### src/rtl/hex_display_arbiter.sv
// Shares the HEX0_3 seven-segment PIO between two requesters. The winning value is decoded
// to four active-low digits, optionally blinked, and written out over an Avalon-MM write master.
module hex_display_arbiter #(
   parameter int BLINK_CYCLES = 25000000
) (
   input  logic        clk,
   input  logic        reset,
   input  logic        req0_valid,
   input  logic [15:0] req0_data,
   input  logic        req0_blink,
   output logic        req0_ready,
   input  logic        req1_valid,
   input  logic [15:0] req1_data,
   input  logic        req1_blink,
   output logic        req1_ready,
   output logic [1:0]  m_address,
   output logic        m_chipselect,
   output logic        m_write_n,
   output logic [31:0] m_writedata,
   input  logic        m_waitrequest,
   output logic        owner,
   output logic [1:0]  state_dbg
);

   localparam int            CW         = $clog2(BLINK_CYCLES);
   localparam logic [CW-1:0] LAST_CNT   = CW'(BLINK_CYCLES - 1);
   localparam logic [31:0]   BLANK_WORD = 32'h0FFF_FFFF;

   typedef enum logic [1:0] {
      S_INIT  = 2'd0,
      S_IDLE  = 2'd1,
      S_WRITE = 2'd2,
      S_SHOW  = 2'd3
   } state_t;

   state_t        state, state_nxt;
   logic          last_grant;
   logic          ret_show;
   logic          blink_en;
   logic          phase_blank;
   logic [CW-1:0] blink_cnt;
   logic [15:0]   shown_data;

   logic          any_req;
   logic          can_accept;
   logic          expire;
   logic          grant;
   logic          accept;
   logic          toggle;
   logic [15:0]   grant_data;
   logic          grant_blink;

   function automatic logic [6:0] seg7(input logic [3:0] nib);
      logic [6:0] s;
      case (nib)
         4'h0:    s = 7'h40;
         4'h1:    s = 7'h79;
         4'h2:    s = 7'h24;
         4'h3:    s = 7'h30;
         4'h4:    s = 7'h19;
         4'h5:    s = 7'h12;
         4'h6:    s = 7'h02;
         4'h7:    s = 7'h78;
         4'h8:    s = 7'h00;
         4'h9:    s = 7'h10;
         4'hA:    s = 7'h08;
         4'hB:    s = 7'h03;
         4'hC:    s = 7'h46;
         4'hD:    s = 7'h21;
         4'hE:    s = 7'h06;
         default: s = 7'h0E;
      endcase
      return s;
   endfunction

   function automatic logic [31:0] digits(input logic [15:0] v);
      return {4'b0000, seg7(v[15:12]), seg7(v[11:8]), seg7(v[7:4]), seg7(v[3:0])};
   endfunction

   assign any_req    = req0_valid | req1_valid;
   assign can_accept = (state == S_IDLE) || (state == S_SHOW);
   assign expire     = (state == S_SHOW) && blink_en && (blink_cnt == LAST_CNT);
   assign m_address  = 2'b00;
   assign state_dbg  = state;

   // State register.
   always_ff @(posedge clk or posedge reset) begin
      if (reset) begin
         state <= S_INIT;
      end else begin
         state <= state_nxt;
      end
   end

   // Next-state logic.
   always_comb begin
      state_nxt = state;
      case (state)
         S_INIT:  state_nxt = S_WRITE;
         S_IDLE:  if (any_req) state_nxt = S_WRITE;
         S_WRITE: if (!m_waitrequest) state_nxt = ret_show ? S_SHOW : S_IDLE;
         S_SHOW:  if (any_req || expire) state_nxt = S_WRITE;
         default: state_nxt = S_INIT;
      endcase
   end

   // Handshake: a requester holds reqN_valid (with data/blink stable) until it sees
   // reqN_ready high; the value is taken on the rising edge where valid and ready are
   // both high. Ready is only offered in IDLE/SHOW, and to at most one requester.
   always_comb begin
      grant       = 1'b0;
      accept      = 1'b0;
      toggle      = 1'b0;
      req0_ready  = 1'b0;
      req1_ready  = 1'b0;
      grant_data  = req0_data;
      grant_blink = req0_blink;
      if (req0_valid && req1_valid) begin
         grant = ~last_grant;
      end else begin
         grant = req1_valid;
      end
      if (grant) begin
         grant_data  = req1_data;
         grant_blink = req1_blink;
      end
      if (can_accept && any_req) begin
         accept     = 1'b1;
         req0_ready = ~grant;
         req1_ready = grant;
      end else if (expire) begin
         toggle = 1'b1;
      end
   end

   // Registered master outputs and display context. A new request outranks a blink
   // expiry in the same cycle because accept already suppresses toggle.
   always_ff @(posedge clk or posedge reset) begin
      if (reset) begin
         m_chipselect <= 1'b0;
         m_write_n    <= 1'b1;
         m_writedata  <= 32'h0;
         owner        <= 1'b0;
         last_grant   <= 1'b1;
         ret_show     <= 1'b0;
         blink_en     <= 1'b0;
         phase_blank  <= 1'b0;
         blink_cnt    <= '0;
         shown_data   <= 16'h0;
      end else begin
         if (state == S_INIT) begin
            m_writedata  <= BLANK_WORD;
            m_chipselect <= 1'b1;
            m_write_n    <= 1'b0;
            ret_show     <= 1'b0;
         end else if (accept) begin
            owner        <= grant;
            last_grant   <= grant;
            shown_data   <= grant_data;
            blink_en     <= grant_blink;
            phase_blank  <= 1'b0;
            blink_cnt    <= '0;
            m_writedata  <= digits(grant_data);
            m_chipselect <= 1'b1;
            m_write_n    <= 1'b0;
            ret_show     <= 1'b1;
         end else if (state == S_WRITE) begin
            if (!m_waitrequest) begin
               m_chipselect <= 1'b0;
               m_write_n    <= 1'b1;
            end
         end else if (toggle) begin
            blink_cnt    <= '0;
            phase_blank  <= ~phase_blank;
            m_writedata  <= phase_blank ? digits(shown_data) : BLANK_WORD;
            m_chipselect <= 1'b1;
            m_write_n    <= 1'b0;
            ret_show     <= 1'b1;
         end else if ((state == S_SHOW) && blink_en) begin
            blink_cnt <= blink_cnt + CW'(1);
         end
      end
   end

endmodule

### config.mk
export PLATFORM = sky130hd
export DESIGN_NAME = hex_display_arbiter
export DESIGN_NICKNAME = d
export VERILOG_FILES = /design/src/rtl/hex_display_arbiter.sv
export SDC_FILE = /design/constraint.sdc
export NUM_CORES = 1
export LEC_CHECK = 0
export CORE_MARGIN = 5
export CORE_UTILIZATION = 42
export CTS_BUF_LIST = sky130_fd_sc_hd__clkbuf_2 sky130_fd_sc_hd__clkbuf_4 sky130_fd_sc_hd__clkbuf_8
export DETAILED_ROUTE_END_ITERATION = 10
export MAX_ROUTING_LAYER = met4
export SLEW_MARGIN = 20
export SYNTH_ARGS = -nofsm -noshare
export SYNTH_HDL_FRONTEND = slang
export SYNTH_SLANG_ARGS = --single-unit
### constraint.sdc
create_clock -name clk -period 3 [get_ports clk]
set_clock_uncertainty 0.2 [all_clocks]
set_input_delay 0.6 -clock clk [delete_from_list [all_inputs] [get_ports clk]]
set_output_delay 0.6 -clock clk [all_outputs]
set_load 0.01 [all_outputs]
==> metrics.md, run 1 <==
| Metric | Value |
|---|---|
| Status | finished clean |
| Antenna-violating nets left | 0 |
| Layout area overhead | 25.9% |
| Final Util | 0.533 |
| Max cap viols | 0 |
| Root buffer cell | clkbuf_8 |
| Kind of end point of the critical path | output pin |
| Yosys reg bits | 78 |
| Synth Flop Type | dfrtp_1 |
| Worst Path Buf+Inv | 3 |
| Clock-pin slew on the worst setup and hold paths | 80 ps |
| WP data arrival | between 2000 and 2500 ps |
| Port-buffer cells | 73 |
| Met2 GRT Util | 0.344 |
| Synth top cells by count | 76 x dfrtp_1, 64 x nor2_1, 63 x nand2_1 |
| Post-synth top area share | 0.327 |
| Ys Warns | 0 |
| Max Root-Sink Buffers | 2 |
| Slew headroom | 0.565 |
| Static leakage | 3.19 nW |
| Crit-path slowest cell | clkdlybuf4s50_1 |
| Pre-antenna DRT Iters | 6 |
| CP Cell Sequence | clkdlybuf4s50_1, a21boi_4, buf_12, and2_1, clkdlybuf4s50_1 |
| Via/cell ratio | approximately 5.6 |
| Crit path max fanout | 4 |
| Post-CTS Hold Buffers | 0 |
| CP peak stage delay | roughly 540 ps |
| Die Y | 128 um |
| R2r startpoint | blink_cnt[0] |
| Number of cells on the worst reg-to-reg path | 7 |
| Residual DRC count | 0 |
| Core ar. | approximately 14000 um^2 |
| Number of max-slew violations in the final report | 0 |
| Pint | roughly 2.7 mW |
| HPWL Detailed | about 12000 um |
| Gr usage total | 0.204 |
| Most Frequent Cell on Critical Path | clkdlybuf4s50_1 |
| FILL cells | ~1300 |
| Syn Std Cell Area | between 5000 and 6000 um^2 |
| GP Congestion | a little under 0.9 |
| VDD IR max | between 0.2 and 0.25 mV |
| Hold Crit Class | reg2reg |
| N_diodes | 0 |
| Die width | 128 um |
| TritonCTS buffer count | 9 |
| Gr ovfl total | 0 |
| Avg WL per Cell | between 15 and 20 um |
| Fin. Hold Viols | 0 |
| Global Route met3 Usage | 0.0247 |
| Switching fraction of total power | 0.362 |
| Clock share of power | 0.232 |
| Fin crit share | 0.970 |
| CP required | roughly 2200 ps |
| Die area | between 15000 and 20000 um^2 |
| Final worst path period need | between 2000 and 3000 ps |
| Met1 usage | 0.247 |
| Rows | 43 |
| Worst Hold Launch | m_writedata[22] |
| RSZ-0062 raised after global routing | no |
| Psw | around 1.6 mW |
| Vias in the first global route | just over 5000 |
| I/O pins | 80 |
| Setup TNS | 0 ps |
| Post-synthesis sequential area ratio | 0.336 |
| H-Tree Depth | 3 |
| Cells after synthesis | 650 |
| Sinks on Clock Net | between 70 and 80 |
| Initial antenna violation count | 0 |
| Layout cells sized above 1 | 0.147 |
| FFs w/ async S/R, synth | 1.00 |
| Busiest layer in global routing | met2 |
| Tightest Pin Transition | approximately 650 ps |
| Setup-failing EPs final | 0 |
| Max Fclk | 344 MHz |
| Critical path depth | 5 |
| Comb pwr share | 0.412 |
| Most common cell in the netlist | dfrtp_1 |
| Post-synth EDFFs | 0 |
| Power density cells | ~590 nW/um^2 |
| Startpoint types | input pin |
| Routed Wire Length | about 16000 um |
| CTS tree | yes |
| Source of the critical timing path | req1_valid |
| Worst Hold Depth | 1 |
| Pin count of the biggest net entering global routing | 55 |
| Worst path top cell family by delay | buffers and inverters |
| Synth Area per Inst | 8.94 um^2 |
| Clock Latency Late Sink | around 380 ps |
| Sequential power share | 0.356 |
| Initial DRC count | between 400 and 500 |
| Final nets | 847 |
| Vias after detailed routing | roughly 5200 |
| Yosys top cell by area | dfrtp_1 |
| Synth cell types | 77 |
| Ranking of synthesized cells by area | dfrtp_1 33%, ha_1 11%, mux2i_1 4.8%, o21ai_0 4.8%, nor2_1 4.1% |
| Initial Utilization | 0.424 |
| Crit path kind | in2out |
| Global-route wire length before repair | roughly 26000 um |
power by group through the flow:
stage | sequential, mW | clock (mW) | combinational (mW)
3_5_place_dp | 1.55 | 0 | 1.76
4_1_cts | 1.53 | 1.02 | 1.76
3_3_place_gp | 1.53 | 0 | 1.72
6_report | 1.53 | 0.993 | 1.77
5_1_grt | 1.57 | 1.06 | 1.94
2_1_floorplan | 1.49 | 0 | 1.06
routing by layer:
layer	up-vias	routed length (um)
met5	-	0
met4	0	390
met3	26	587
met2	131	8040
met1	2544	6940
li1	2545	-
metrics by stage:
step	cells	setup WS, ps	hold WS (ps)	total power, mW	instance area (um^2)
2_1_floorplan	655	4.64	264	2.55	5830
3_3_place_gp	922	-66.5	259	3.25	7040
3_5_place_dp	922	-83.3	266	3.30	7040
4_1_cts	938	13.1	284	4.31	7280
5_1_grt	941	40.0	309	4.57	7320
6_report	941	89.1	279	4.29	7320
worst register-to-register path: cells and delay by family, from the launching register on:
family	cells	cell delay, ps
AND/OR/NAND/NOR	4	1270
flip-flops	1	420
adder cells (fa/ha/maj)	1	240
AO/OA/AOI/OAI	1	390
buffers and inverters	1	50
cell families (layout without fill, tap and decap cells):
| logic type | after synthesis | in the layout | synth area share |
|---|---|---|---|
| multiplexers | 46 | 46 | 0.0919 |
| flip-flops | 78 | 78 | 0.336 |
| AND/OR/NAND/NOR | 210 | 210 | 0.170 |
| buffers and inverters | 71 | 177 | 0.0588 |
| AO/OA/AOI/OAI | 175 | 175 | 0.205 |
| adder cells (fa/ha/maj) | 52 | 52 | 0.112 |
| XOR/XNOR | 17 | 17 | 0.0256 |
| other | 1 | 6 | 0.000645 |
repair_timing:
action / in CTS / in global routing
resized for setup: 1 / 0
setup endpoints to repair: 1 / 1
setup buffers: 0 / 3
hold endpoints to repair: 0 / 0
pin swaps: 0 / 1
sequential cells by signal, summed over array words and instances (netlist names):
name	cells
phase_blank	1
blink_en	1
owner	1
m_writedata	28
state_dbg	2
last_grant	1
shown_data	16
m_chipselect	1
blink_cnt	25
ret_show	1
m_write_n	1
final cells by class:
type,instances,area [um^2],share of cell area
clock buffer,12,146,0.0200
inverter,29,110,0.0151
clock inverter,4,95.1,0.0130
sequential,78,1950,0.267
multi-input combinational,506,3550,0.485
tap,180,225,0.0308
timing repair buffer,132,1230,0.169
cell usage in the layout, fill, tap and decap left out, drive strengths merged, types with 4 or more instances in the layout:
master	count
a21o	6
a311oi	6
clkdlybuf4s50	72
nand2b	7
xor2	6
nor2	66
nand4	4
nand3	17
or3	5
clkbuf	12
a21oi	22
and3	4
o31ai	13
a221oi	7
a211oi	5
dfrtp	76
o21ai	60
inv	28
a31oi	14
o211ai	5
nor3	21
xnor2	11
and2	4
mux2	13
nor4	4
a211o	4
conb	6
mux2i	30
ha	52
nand2	65
buf	59
final timing paths:
path | slack [ps] | endpoint
setup / recovery | 90 | req1_ready
hold reg to reg | 280 | m_writedata[22]
max in group asynchronous | 1570 | m_write_n
setup reg to reg | 300 | m_writedata[18]
hold / removal | 280 | m_writedata[22]
min in group asynchronous | 410 | m_writedata[4]
Power figures use the tool's default switching activity.
==> run 2, diff against run 1 <==
- CORE_MARGIN: 5 -> default
==> metrics.md, run 2 (synthesis gave the netlist of run 1 again) <==
| Metric | Value |
|---|---|
| Fin crit share | 0.989 (+0.0184) |
| Die width | 120 um (-6.3%) |
| Largest registers | m_writedata (28), blink_cnt (25), shown_data (16) |
| Rows | 42 (-2.3%) |
| Crit path kind | in2out |
| Comb pwr share | 0.426 (+0.014) |
| Avg WL per Cell | 16.2 um (-4.4%) |
| Dpl ws | -284 ps (-200 ps) |
| Most common cell after layout, fill and taps aside | dfrtp_1 |
| TritonCTS buffer count | 9 (unchanged) |
| Sequential power share | 0.369 (+0.013) |
| Clock-pin slew on the worst setup and hold paths | 70 ps (about the same) |
| CP peak stage delay | 580 ps (+40 ps) |
| Slew headroom | 0.652 (+0.0870) |
| Setup-failing EPs final | 0 (unchanged) |
| Die area | 14300 um^2 (-12%) |
| Gr ovfl total | 0 (unchanged) |
| Worst Hold Depth | 2 (+1) |
| Max Fclk | 337 MHz (-1.9%) |
| Setup TNS | 0 ps (unchanged) |
| Psw | 1.52 mW (-2.0%) |
| Core ar. | 13300 um^2 (-2.7%) |
| GP Congestion | 0.927 (+5.9%) |
| Routed Wire Length | 15400 um (-3.7%) |
| Startpoint types | input pin |
| Met1 usage | 0.296 (+0.0486) |
| CP Cell Sequence | clkdlybuf4s50_1, a21boi_4, buf_12, nor2_1, clkdlybuf4s50_1 |
| Multi-input logic area | 3570 um^2 (+0.46%) |
| Crit path max fanout | 10 (+6) |
| H-Tree Depth | 3 (unchanged) |
| Root buffer cell | clkbuf_8 |
| Busiest layer in global routing | met2 |
| Residual DRC count | 0 (unchanged) |
| Clock share of power | 0.205 (-0.027) |
| CTS tree | yes |
| Pre-antenna DRT Iters | 5 (-1) |
| Pint | 2.59 mW (-5.1%) |
| RSZ-0062 raised after global routing | no |
| Initial DRC count | 282 (-35%) |
| Largest Register | m_writedata |
| Critical path depth | 5 (unchanged) |
| WP data arrival | 2170 ps (+60 ps) |
| Hold_ws | 276 ps (-2.43 ps) |
| Switching fraction of total power | 0.369 (+0.00752) |
| Setup slack after layout | 33.8 ps (-55.3 ps) |
| Number of cells on the worst reg-to-reg path | 7 (unchanged) |
| Initial Utilization | 0.435 (+0.0118) |
| Max reg flops | 28 (unchanged) |
| Global-route wire length before repair | 25000 um (-3.3%) |
| Status | finished clean |
| N_diodes | 0 (unchanged) |
| Power density cells | 561 nW/um^2 (-4.2%) |
| Met2 GRT Util | 0.362 (+0.0182) |
| Die Y | 120 um (-6.3%) |
| Fin. Hold Viols | 0 (unchanged) |
| Port-buffer cells | 73 (unchanged) |
| Register area | 1950 um^2 (unchanged) |
| Vias in the first global route | 5030 (-2.4%) |
| Gr usage total | 0.228 (+0.0243) |
| Clock Latency Late Sink | 380 ps (about the same) |
| VDD IR max | 0.246 mV (+17%) |
| FILL cells | 1246 (-3.4%) |
| Kind of end point of the critical path | output pin |
| Final nets | 858 (+1.3%) |
| Global Route met3 Usage | 0.0290 (+0.00433) |
| Max cap viols | 0 (unchanged) |
| Crit-path slowest cell | clkdlybuf4s50_1 |
| Sinks on Clock Net | 78 (unchanged) |
| Layout area overhead | 26.2% |
| Pin count of the biggest net entering global routing | 33 (-40%) |
| Vias after detailed routing | 5235 (-0.21%) |
| I/O pins | 80 (unchanged) |
| Leading cell types in the layout, fill and taps excluded | 76 x dfrtp_1, 71 x clkdlybuf4s50_1, 68 x buf_4, 64 x nor2_1, 63 x nand2_1 |
| Initial antenna violation count | 0 (unchanged) |
| Static leakage | 3.22 nW (+0.95%) |
| Worst path top cell family by delay | buffers and inverters |
| Hold Crit Class | reg2reg |
| Max Root-Sink Buffers | 2 (unchanged) |
| Worst Path Buf+Inv | 3 (unchanged) |
| Number of max-slew violations in the final report | 0 (unchanged) |
| HPWL Detailed | 11400 um (-4.4%) |
| Layout cells sized above 1 | 0.163 (+0.0160) |
| CP required | 2200 ps (about the same) |
| Tightest Pin Transition | 515 ps (-136 ps) |
| Post-CTS Hold Buffers | 0 (unchanged) |
| Final worst path period need | 2970 ps (+55.3 ps) |
| Antenna-violating nets left | 0 (unchanged) |
| Via/cell ratio | 5.52 (-0.95%) |
| Most Frequent Cell on Critical Path | clkdlybuf4s50_1 |
[run 2: layout make-up]
cell class	instances	share of cell area
clock buffers	13	0.0218
clock inverters	3	0.00597
inverters	29	0.0150
multi-input cells	506	0.486
flip-flops and latches	78	0.267
well taps	176	0.0300
repair buffers	143	0.174
[run 2: metal layers]
metal  wire length, um  vias to the layer above  share of wire
met3               628                       22          0.041
met2              7180                      140           0.47
met5                 0                        -              0
met1              7250                     2507           0.47
li1                  -                     2566              -
met4               298                        0          0.019
[run 2: path summary, 6_finish.rpt]
| check | startpoint | to | slack (ps) |
|---|---|---|---|
| min reg2reg | m_writedata[26] | m_writedata[26] | 280 |
| max in group asynchronous | reset | last_grant | 1620 |
| min | m_writedata[26] | m_writedata[26] | 280 |
| min in group asynchronous | reset | m_writedata[5] | 350 |
| max reg2reg | blink_cnt[0] | m_writedata[2] | 370 |
| max | req1_valid | req0_ready | 30 |
[run 2: power by group through the flow]
stage / registers [mW] / logic (mW) / clock network, mW
floorplan: 1.49 / 1.06 / 0
global placement: 1.53 / 1.71 / 0
detailed placement: 1.54 / 1.74 / 0
CTS: 1.52 / 1.76 / 0.862
global route: 1.56 / 1.94 / 0.910
finish: 1.52 / 1.75 / 0.842
[run 2: per-stage QoR]
stage               cell area [um^2]  utilization  total power, mW  std cells
floorplan                       5830            -             2.55        655
global placement                7110        0.533             3.24        931
detailed placement              7110        0.533             3.28        931
CTS                             7320        0.548             4.14        948
global route                    7330        0.549             4.41        948
finish                          7330        0.549             4.11        948
[run 2: repair_timing]
action | in CTS | in global routing
endpoints found under the setup margin | 2 | 6
hold endpoints to repair | 0 | 0
resized for setup | 2 | 4
buffers inserted | 1 | 0
[run 2: tightest hold or removal path, cell delays in order, from the launching register on]
cell and delay [ps]:
dfrtp_1 340, nand2_1 40, o21ai_0 60
==> RTL edit, RTL diff (config.mk and constraints of run 2) <==
The parameter `BLINK_CYCLES` goes from 25000000 to 6250000.
--- a/src/rtl/hex_display_arbiter.sv
+++ b/src/rtl/hex_display_arbiter.sv
@@ -1,7 +1,7 @@
 // Shares the HEX0_3 seven-segment PIO between two requesters. The winning value is decoded
 // to four active-low digits, optionally blinked, and written out over an Avalon-MM write master.
 module hex_display_arbiter #(
-   parameter int BLINK_CYCLES = 25000000
+   parameter int BLINK_CYCLES = 6250000
 ) (
    input  logic        clk,
    input  logic        reset,
Function: no difference found for any inputs over 4 cycles, from zero or initial values and one cycle with reset high; that may be too few to reach the edited logic, so the function may still have changed.
==> RTL edit against run 2 <==
Power shrank 1.2%. Wire length grew 10%. Synthesized area grew 6.0%. Worst setup slack gained 0.14 ns. Largest power group unchanged. Final area grew 2.8%. Register-to-register slack lost 0.03 ns. Largest cell class unchanged. Sequential cell count shrank 2.
==> RTL edit: results (changes against run 2) <==
outcome:
  status: "finished clean"
logic_synthesis:
  yosys_warnings: 0  # unchanged
  synthArstFlopShare: 1.00  # unchanged
  synthTopCellsByCount: "74 x dfrtp_1, 53 x nor2_1, 52 x ha_1"
  synthTopCellsByArea: "dfrtp_1 30%, ha_1 11%, mux2i_1 6.2%"
  yosysSeqAreaShare: 0.309  # -0.0272
  ys_types: 71  # -7.8%
  avgSynthCellArea_sq_um: 8.98  # +0.46%
  yosysMostFrequentCell: "dfrtp_1"
power_and_ir_drop:
  p_leak_nw: 3.34  # +3.6%
  vdd_drop_max_uv: 214  # -13%
grt:
  antenna_found_initial: 1  # +1
  grt_pass1_wl_microns: 27500  # +10%
  first_global_vias: 5378  # +6.9%
  grt.total_usage: 0.242  # +0.0137
  grt_max_degree: 45  # +36%
clocking:
  cts-root-buf: "clkbuf_8"
  cts_inserted_buffers: 9  # unchanged
  cts.clk_slew.worst_paths_ns: 0.08
  cts_buffer_depth: 2  # unchanged
  clk_latency_ns: 0.36  # -0.02 ns
  post_cts_buffers: 0  # -1
  htree_levels: 3  # unchanged
placement:
  pre_cts_slack_ns: -0.142  # +0.142 ns
  place_hpwl_microns: 12600  # +11%
  placed_cell_area_sq_um: 7340  # +3.2%
  io_buffers: 73  # unchanged
  dp.cells: 954  # +2.5%
  gp_congestion: 0.904  # -2.5%
route:
  drtIter0Drc: 455  # +61%
  drt-vias-per-instance: 5.75  # +4.2%
  drt-total-wl_microns: 16900  # +10%
  firstDrtPassIters: 5  # unchanged
min_path:
  hp-class: "reg -> reg"
finish:
  layout-drive-gt1-share: 0.135  # -0.0278
  nets: 876  # +2.1%
  layout.cells.non_filler: 971  # +2.4%
  largestRegisters: "m_writedata x28, blink_cnt x23, shown_data x16"
timing:
  worstMarginPinSlew_ns: 0.632  # +0.117 ns
  drv_slew: 0  # unchanged
critical_path:
  worst-path-max-fanout: 10  # unchanged
  cp.arrival_ns: 2.03  # -0.14 ns
die:
  initial_core_util: 0.437  # +0.00174
[RTL edit: changes by cell type after synthesis, sizes merged, moves of 11 or more]
cell | run 2 | this run
nor2 | 66 | 53
mux2i | 30 | 43
nand2 | 65 | 52
nor2b | 2 | 13
inv | 29 | 40
o21ai | 60 | 46
[RTL edit: kinds of logic (layout without fill, tap and decap cells)]
kind of cell | Yosys count | count (layout) | share of synthesized area
AND/OR/NAND/NOR | 216 | 216 | 0.178
buffers and inverters | 81 | 180 | 0.0607
flip-flops | 76 | 76 | 0.309
AO/OA/AOI/OAI | 185 | 185 | 0.208
other | 1 | 7 | 0.000609
adder cells (fa/ha/maj) | 52 | 52 | 0.106
XOR/XNOR | 16 | 16 | 0.0227
multiplexers | 59 | 59 | 0.116
[RTL edit: path summary, 6_finish.rpt]
path                                              from  slack (ns)                     endpoint  cells after the start
setup reg to reg                last_grant$_DFFE_PP1P_        0.34   m_writedata[9]$_DFFE_PP0P_                      8
setup / recovery                            req0_valid        0.17                   req0_ready                      5
hold reg to reg            m_writedata[18]$_DFFE_PP0P_        0.29  m_writedata[18]$_DFFE_PP0P_                      2
hold / removal             m_writedata[18]$_DFFE_PP0P_        0.29  m_writedata[18]$_DFFE_PP0P_                      2
max in group asynchronous                        reset        1.60     blink_cnt[2]$_DFFE_PP0P_                      3
min in group asynchronous                        reset        0.42  m_writedata[24]$_DFFE_PP0P_                      2
[RTL edit: per-layer routing]
| layer | GRT usage | wire (microns) |
|---|---|---|
| met5 | - | 0 |
| met4 | 0.0715 | 275 |
| met3 | 0.0475 | 1010 |
| met2 | 0.362 | 7700 |
| met1 | 0.328 | 7960 |
[RTL edit: where the power goes]
| part | internal [mW] | switching, mW | leakage, nW |
|---|---|---|---|
| clock network | 0.377 | 0.400 | 0.0951 |
| logic | 0.911 | 0.871 | 2.32 |
| registers | 1.23 | 0.274 | 0.926 |
[RTL edit: repair_timing]
action / 4_1_cts / 5_1_grt
endpoints found under the hold margin: 0 / 0
endpoints found under the setup margin: 0 / 1
hold buffers: 0 / 0
gates resized for setup: 0 / 2
[RTL edit: critical path, stage by stage]
cell             delay, ns
clkdlybuf4s50_1       0.48
buf_4                 0.20
a21boi_4              0.08
nor2_1                0.12
clkdlybuf4s50_1       0.54
[RTL edit: cell type report]
class | instances | area [sq um]
diodes | 1 | 2.50
well taps | 180 | 225
clock buffers | 13 | 173
repair buffers | 124 | 1160
clock inverters | 3 | 20.0
inverters | 40 | 151
fillers | 1263 | 6560
flip-flops and latches | 76 | 1900
multi-input cells | 534 | 3910
